## config.mk

```make
export PLATFORM = sky130hd
export DESIGN_NAME = gf_mul_dom_flat
export DESIGN_NICKNAME = d
export VERILOG_FILES = /design/src/rtl/gf_pkg.sv /design/src/rtl/gf_mul_dom_if.sv /design/src/rtl/gf_mul_comb.sv /design/src/rtl/gf_mul_dom.sv /design/src/flat_wrapper.sv
export SDC_FILE = /design/constraint.sdc
export NUM_CORES = 1
export LEC_CHECK = 0
export CORE_ASPECT_RATIO = 0.75
export CORE_UTILIZATION = 50
export CTS_CLUSTER_SIZE = 24
export DETAILED_ROUTE_END_ITERATION = 12
export MAX_ROUTING_LAYER = met4
export PLACE_DENSITY = 0.81
export SYNTH_ARGS = -nofsm -noshare
export SYNTH_HDL_FRONTEND = slang
export SYNTH_HIERARCHICAL = 1
export SYNTH_SLANG_ARGS = --single-unit
```

## constraint.sdc

```tcl
create_clock -name clk -period 2.28 [get_ports clk]
set_clock_uncertainty 0.2 [all_clocks]
set_input_delay 0.456 -clock clk [delete_from_list [all_inputs] [get_ports clk]]
set_output_delay 0.456 -clock clk [all_outputs]
set_load 0.03 [all_outputs]
```

## src/rtl/gf_pkg.sv

```systemverilog
// Shared constants and helpers for the masked GF(2^W) multiplier.
package gf_pkg;

  // Default reduction polynomials (MSB set, W+1 bits).
  localparam logic [2:0] POLY_GF4   = 3'b111;   // x^2+x+1
  localparam logic [4:0] POLY_GF16  = 5'h13;    // x^4+x+1
  localparam logic [8:0] POLY_GF256 = 9'h11B;   // x^8+x^4+x^3+x+1 (AES)

  // Number of W-bit fresh random words for a given share count.
  function automatic int nr_f(input int shares);
    return shares * (shares - 1) / 2;
  endfunction

  // Lexicographic pair index; (i,j) and (j,i) map to the same word.
  function automatic int pair_idx(input int i, input int j, input int shares);
    int lo, hi;
    lo = (i < j) ? i : j;
    hi = (i < j) ? j : i;
    return lo * shares - lo * (lo + 1) / 2 + (hi - lo - 1);
  endfunction

endpackage

```

## src/rtl/gf_mul_dom_if.sv

```systemverilog
// Valid/ready bus carrying shared operands, fresh randomness and product shares.
interface gf_mul_dom_if #(
  parameter int W      = 4,
  parameter int SHARES = 2
);
  localparam int NR = gf_pkg::nr_f(SHARES);

  logic                  in_valid;
  logic                  in_ready;
  logic [SHARES*W-1:0]   a_sh;
  logic [SHARES*W-1:0]   b_sh;
  logic [NR*W-1:0]       rnd;
  logic                  out_valid;
  logic                  out_ready;
  logic [SHARES*W-1:0]   q_sh;

  modport master (
    output in_valid, a_sh, b_sh, rnd, out_ready,
    input  in_ready, out_valid, q_sh
  );

  modport slave (
    input  in_valid, a_sh, b_sh, rnd, out_ready,
    output in_ready, out_valid, q_sh
  );
endinterface

```

## src/rtl/gf_mul_comb.sv

```systemverilog
// Combinational GF(2^W) multiply: carry-less product reduced modulo POLY.
module gf_mul_comb #(
  parameter int         W    = 4,
  parameter logic [W:0] POLY = 5'h13
) (
  input  logic [W-1:0] a,
  input  logic [W-1:0] b,
  output logic [W-1:0] q
);
  localparam int PW = 2*W - 1;

  logic [PW-1:0] a_x;
  logic [PW-1:0] poly_x;
  logic [PW-1:0] prod;

  assign a_x    = PW'(a);
  assign poly_x = PW'(POLY);

  // Shift-and-XOR product, then fold high bits down from the top.
  always_comb begin
    prod = '0;
    for (int i = 0; i < W; i++)
      if (b[i]) prod = prod ^ (a_x << i);
    for (int d = PW - 1; d >= W; d--)
      if (prod[d]) prod = prod ^ (poly_x << (d - W));
  end

  assign q = prod[W-1:0];
endmodule

```

## src/rtl/gf_mul_dom.sv

```systemverilog
// Two-stage DOM-indep masked GF(2^W) multiplier with valid/ready flow control.
// Stage 1 registers every share-product term (cross terms remasked) so no
// cross term is combined with others before a register; stage 2 compresses
// each row into one output share.
module gf_mul_dom
  import gf_pkg::*;
#(
  parameter int         W      = 4,
  parameter logic [W:0] POLY   = 5'h13,
  parameter int         SHARES = 2
) (
  input  logic          clk,
  input  logic          rst_n,
  gf_mul_dom_if.slave   bus
);
  localparam int STAGES = 2;

  logic [SHARES-1:0][SHARES-1:0][W-1:0] prod;
  logic [SHARES-1:0][SHARES-1:0][W-1:0] mask;
  logic [SHARES-1:0][SHARES-1:0][W-1:0] t_d, t_q;
  logic [SHARES-1:0][W-1:0]             q_d, q_q;
  logic [STAGES:1]                      vld_pipe_d, vld_pipe_q;

  logic s2_free, s1_adv, accept;

  // Per-term multipliers and the fresh mask each cross term receives.
  for (genvar i = 0; i < SHARES; i++) begin : g_row
    for (genvar j = 0; j < SHARES; j++) begin : g_col
      gf_mul_comb #(.W(W), .POLY(POLY)) u_mul (
        .a (bus.a_sh[i*W +: W]),
        .b (bus.b_sh[j*W +: W]),
        .q (prod[i][j])
      );
      if (i == j) begin : g_inner
        assign mask[i][j] = '0;
      end else begin : g_cross
        localparam int K = pair_idx(i, j, SHARES);
        assign mask[i][j] = bus.rnd[K*W +: W];
      end
    end
  end

  assign s2_free      = !vld_pipe_q[2] || bus.out_ready;
  assign s1_adv       = vld_pipe_q[1] && s2_free;
  assign bus.in_ready = !vld_pipe_q[1] || s2_free;
  assign accept       = bus.in_valid && bus.in_ready;

  // Next-state: load terms on accept, compress rows on advance, track valids.
  always_comb begin
    t_d        = t_q;
    q_d        = q_q;
    vld_pipe_d = vld_pipe_q;
    if (accept) begin
      for (int i = 0; i < SHARES; i++)
        for (int j = 0; j < SHARES; j++)
          t_d[i][j] = prod[i][j] ^ mask[i][j];
    end
    if (s1_adv) begin
      for (int i = 0; i < SHARES; i++) begin
        q_d[i] = '0;
        for (int j = 0; j < SHARES; j++)
          q_d[i] = q_d[i] ^ t_q[i][j];
      end
    end
    vld_pipe_d[1] = accept || (vld_pipe_q[1] && !s1_adv);
    vld_pipe_d[2] = s1_adv || (vld_pipe_q[2] && !bus.out_ready);
  end

  // Pipeline registers; reset discards any in-flight beats.
  always_ff @(posedge clk or negedge rst_n) begin
    if (!rst_n) begin
      t_q        <= '0;
      q_q        <= '0;
      vld_pipe_q <= '0;
    end else begin
      t_q        <= t_d;
      q_q        <= q_d;
      vld_pipe_q <= vld_pipe_d;
    end
  end

  assign bus.out_valid = vld_pipe_q[2];
  assign bus.q_sh      = q_q;
endmodule

```

## src/flat_wrapper.sv

```systemverilog
// flat-port wrapper written by rule: the top's interface ports become plain ports
module gf_mul_dom_flat import gf_pkg::*;
#(
  parameter int         W      = 4,
  parameter logic [W:0] POLY   = 5'h13,
  parameter int         SHARES = 2
)
  (clk, rst_n, bus_in_valid, bus_a_sh, bus_b_sh, bus_rnd, bus_out_ready, bus_in_ready, bus_out_valid, bus_q_sh);
  gf_mul_dom_if #(.W(W), .SHARES(SHARES)) bus_i ();
  input  logic clk;
  input  logic rst_n;
  input wire logic [$bits(bus_i.in_valid)-1:0] bus_in_valid;
  input wire logic [$bits(bus_i.a_sh)-1:0] bus_a_sh;
  input wire logic [$bits(bus_i.b_sh)-1:0] bus_b_sh;
  input wire logic [$bits(bus_i.rnd)-1:0] bus_rnd;
  input wire logic [$bits(bus_i.out_ready)-1:0] bus_out_ready;
  output wire logic [$bits(bus_i.in_ready)-1:0] bus_in_ready;
  output wire logic [$bits(bus_i.out_valid)-1:0] bus_out_valid;
  output wire logic [$bits(bus_i.q_sh)-1:0] bus_q_sh;
  assign bus_i.in_valid = bus_in_valid;
  assign bus_i.a_sh = bus_a_sh;
  assign bus_i.b_sh = bus_b_sh;
  assign bus_i.rnd = bus_rnd;
  assign bus_i.out_ready = bus_out_ready;
  assign bus_in_ready = bus_i.in_ready;
  assign bus_out_valid = bus_i.out_valid;
  assign bus_q_sh = bus_i.q_sh;
  gf_mul_dom #(.W(W), .POLY(POLY), .SHARES(SHARES)) u_core (.clk(clk), .rst_n(rst_n), .bus(bus_i));
endmodule
```

After elaboration in Yosys (flattened, before gate mapping). Cells that the tools add are included. W data, S select, Z words.

Flip-flop bits (word level): 26. Bits in latches: 0. Memory bits (writable): 0. ROM bits: 0. Input bits: 24. Output and inout bits: 10. Word-level logic and storage cells: 75. Memories: 0.

$add $sub $neg: 0. Multiply operators: 0. Div/mod/pow operators: 0. Magnitude comparators: 0. Eq/ne operators: 0. Shifts and indexed selects: 0. Multiplexer cells: 28. Bitwise logic cells: 28. Reductions and logical operators: 12.

Operators by type and width (count): $mux W7 (12); $mux W4 (8); $xor A7 B5 Y7 (4); $xor A7 B6 Y7 (4); $xor A7 B7 Y7 (4); $not A2 Y2 (12); $xor A4 B4 Y4 (4); $mux W3 (4); $mux W2 (4); $logic_and A1 B1 Y1 (4); $logic_not A1 Y1 (4); $logic_or A1 B1 Y1 (4).

Depth between registers and ports, before layout.
Word-level depth: 14. Mapped depth: 7. Gate-level depth less buffers: 6.

Modules after synthesis. The synthesis kept the hierarchy.

Modules (own cells, without submodules): gf_mul_dom (times used 1, cells each 73, area each 1176.1 sq um, seq. area each 650.6 sq um); gf_mul_comb (times used 4, cells each 38, area each 262.8 sq um, seq. area each 0.0 sq um).

Worst setup path before layout. No wires, ideal clock.

Path type: input -> register. Start point: input bus_a_sh[4]. End point: register u_core/t_q[10] in the netlist's numbering. Setup time: 0.125 ns. Data arrival time: 1.539 ns. Required time: 1.955 ns. Path slack: 0.416 ns. Stages on the path: 7. Path buffers: 1. Cells stage by stage: buf_4 xor2_1 o22ai_1 a211oi_2 xnor2_1 xor2_1 mux2_4.

RTL lines: start, declared (line flat_wrapper.sv:13) `input wire logic [$bits(bus_i.a_sh)-1:0] bus_a_sh;`; end signal, assigned (line gf_mul_dom.sv:76) `t_q <= t_d;`; end, declared (line gf_mul_dom.sv:20) `logic [SHARES-1:0][SHARES-1:0][W-1:0] t_d, t_q;`.

==> results.json <==
{
  "run_status": "finished, final reports clean",
  "hold_violations": 0,
  "power.density_nw_per_um2": 759.9,
  "start_util": 0.5361,
  "drv_slew": 0,
  "cts_buffer_depth": 2,
  "reg2reg_to": "u_core/t_q[3]",
  "ys_types": 21,
  "grt_pass1_wl_um": 6851,
  "synth.avg_cell_area_um2": 9.898,
  "period_needed_ps": 2201,
  "synth-seq-cells": 26,
  "routedWlPerCell_um": 12.73,
  "routed_wl_um": 4240,
  "start_kind": "primary input",
  "clk_latency_ps": 260,
  "min_to": "u_core/bus.q_sh[0]",
  "p_leak_uw": 0.001264,
  "cp_data_arrival_time_ps": 2160,
  "p_total_uw": 2137,
  "timing.rr.start": "u_core/vld_pipe_q[1]",
  "setup-violations-final": 0,
  "drt-vias-per-instance": 5.054,
  "core-area_um2": 4154,
  "die_area_um2": 4728,
  "cts.sinks": 26,
  "fin_util": 0.6771,
  "cts_setup_buffers": 0,
  "ctsHoldBuffers": 0,
  "grt_antenna_before_repair": 0,
  "drc_errors": 0,
  "port_buffers": 33,
  "ys_seq_area_frac": 0.2921,
  "min-delay-path-class": "reg2reg",
  "worstSetupEndpointType": "register",
  "drtPass1Iterations": 4,
  "reg2reg_depth": 3,
  "setup_ws_ps": 78.85,
  "diodes": 0,
  "grt_max_degree": 27,
  "postSynthCellCount": 225,
  "tightest_slew_ps": 311.4,
  "drv_cap": 0,
  "clk_pin_slew_ps": 80,
  "cts_tree": "done",
  "setup_tns_ps": 0,
  "fillers": 338,
  "via_count": 1683,
  "ctsResizeCount": 0,
  "crit_required_ps": 2230,
  "preCtsSetupSlack_ps": -248.6,
  "final_cell_mix": "48 x nand2_1, 32 x xnor2_1, 28 x clkdlybuf4s50_1",
  "root_buffer": "clkbuf_8",
  "max_freq_mhz": 454.3,
  "critPathKind": "in2reg",
  "crit_fanout": 7,
  "max_slew_margin": 0.7918,
  "ant_nets": 0,
  "grt.overflow.total": 0,
  "layout_worst_path_cycle_share": 0.9654,
  "holdPathStages": 1,
  "htree_levels": 1,
  "rsz0062_at_grt": "no",
  "syn_to_final_growth_pct": 26.29,
  "final_nets": 303,
  "globalplace.congestion": 0.8459,
  "ios": 34,
  "syn-cell-area_um2": 2227,
  "die_h_um": 59.80,
  "r2r_setup_slack_ps": 800,
  "grt_pass1_vias": 1511,
  "hpwl_um": 3363,
  "syn_nets": 249,
  "track_usage": 0.1953,
  "die_w_um": 79.07,
  "yosys_warnings": 6,
  "layout-drive-gt1-share": 0.2770,
  "final_common_cell": "nand2_1",
  "drt-initial-drc-count": 46,
  "max-vdd-ir-drop_mv": 0.5653,
  "cts_buffers": 3,
  "rows": 20,
  "min_from": "u_core/bus.q_sh[0]"
}
==> how the worst max path moves through the flow <==
stage | slack, ps | to | cells after the start | from
final | 80 | u_core/t_q[9] | 7 | bus_b_sh[2]
after global routing | 5 | u_core/t_q[14] | 7 | bus_b_sh[7]
after CTS | 40 | u_core/t_q[7] | 7 | bus_a_sh[0]
after detailed placement | -250 | u_core/t_q[7] | 7 | bus_a_sh[0]
after global placement | -190 | u_core/t_q[10] | 8 | bus_a_sh[6]
after floorplan | 420 | u_core/t_q[10] | 7 | bus_a_sh[4]
==> final cells by class <==
type                    count  area, µm²  area share
well taps                  55      68.82     0.02447
clock buffers               3      41.29     0.01468
inverters                   8      30.03     0.01068
multi-input cells         182       1466      0.5214
flip-flops and latches     26      650.6      0.2313
clock inverters             1      30.03     0.01068
repair buffers             58      525.5      0.1868
==> worst max-delay path, cell delays in order <==
cell	delay [ps]
clkdlybuf4s50_1	650
nand2_2	100
xor2_2	200
xnor2_2	200
xnor2_1	130
xor2_1	150
mux2_4	270
==> Yosys cell counts (all sizes together) <==
library cell  number  area, µm²
inv                8      30.03
or2b               5      37.54
o22ai              8      50.05
o22a               4      35.03
xnor2             36      345.3
mux2              28      352.8
dfrtp             26      650.6
nand2b             2      12.51
nand2             54      222.7
nor2               8      30.03
a32oi              4      35.03
buf                9      80.08
nand3b             1      20.02
a211oi             4      50.05
xor2              28      275.3
==> through the flow <==
step                      cells  instance area [µm²]  hold WS, ps
after global placement      329                 2731        287.3
final                       333                 2813        307.7
after CTS                   333                 2803        314.3
after floorplan             225                 2227       -39.59
after global routing        333                 2813        328.0
after detailed placement    329                 2731        294.6
==> power by group <==
| part | switching, µW | total [µW] | internal (µW) | leakage, µW |
|---|---|---|---|---|
| clock network | 131 | 366 | 234 | 0.0000357 |
| logic | 461 | 1020 | 557 | 0.000925 |
| registers | 114 | 755 | 640 | 0.000303 |
| total | 706 | 2140 | 1430 | 0.00126 |
==> layer usage <==
metal,vias up,GRT usage,wire length [µm]
li1,839,-,-
met1,800,0.2502,2043
met2,42,0.3362,2006
met3,2,0.01527,167
met4,0,0.05455,23
met5,-,-,0
==> cells by family after synthesis <==
kind of cell | Yosys count | share of synthesized area
flops | 26 | 0.2921
compound gates | 20 | 0.07640
mux | 28 | 0.1584
xor+xnor | 64 | 0.2786
simple gates | 70 | 0.1449
buf+inv | 17 | 0.04944
==> registers in the layout, indices dropped and copies added, names as in the netlist <==
| register | flops |
|---|---|
| u_core/vld_pipe_q | 2 |
| u_core/t_q | 16 |
| u_core/bus.q_sh | 8 |
Power figures use the tool's default switching activity.
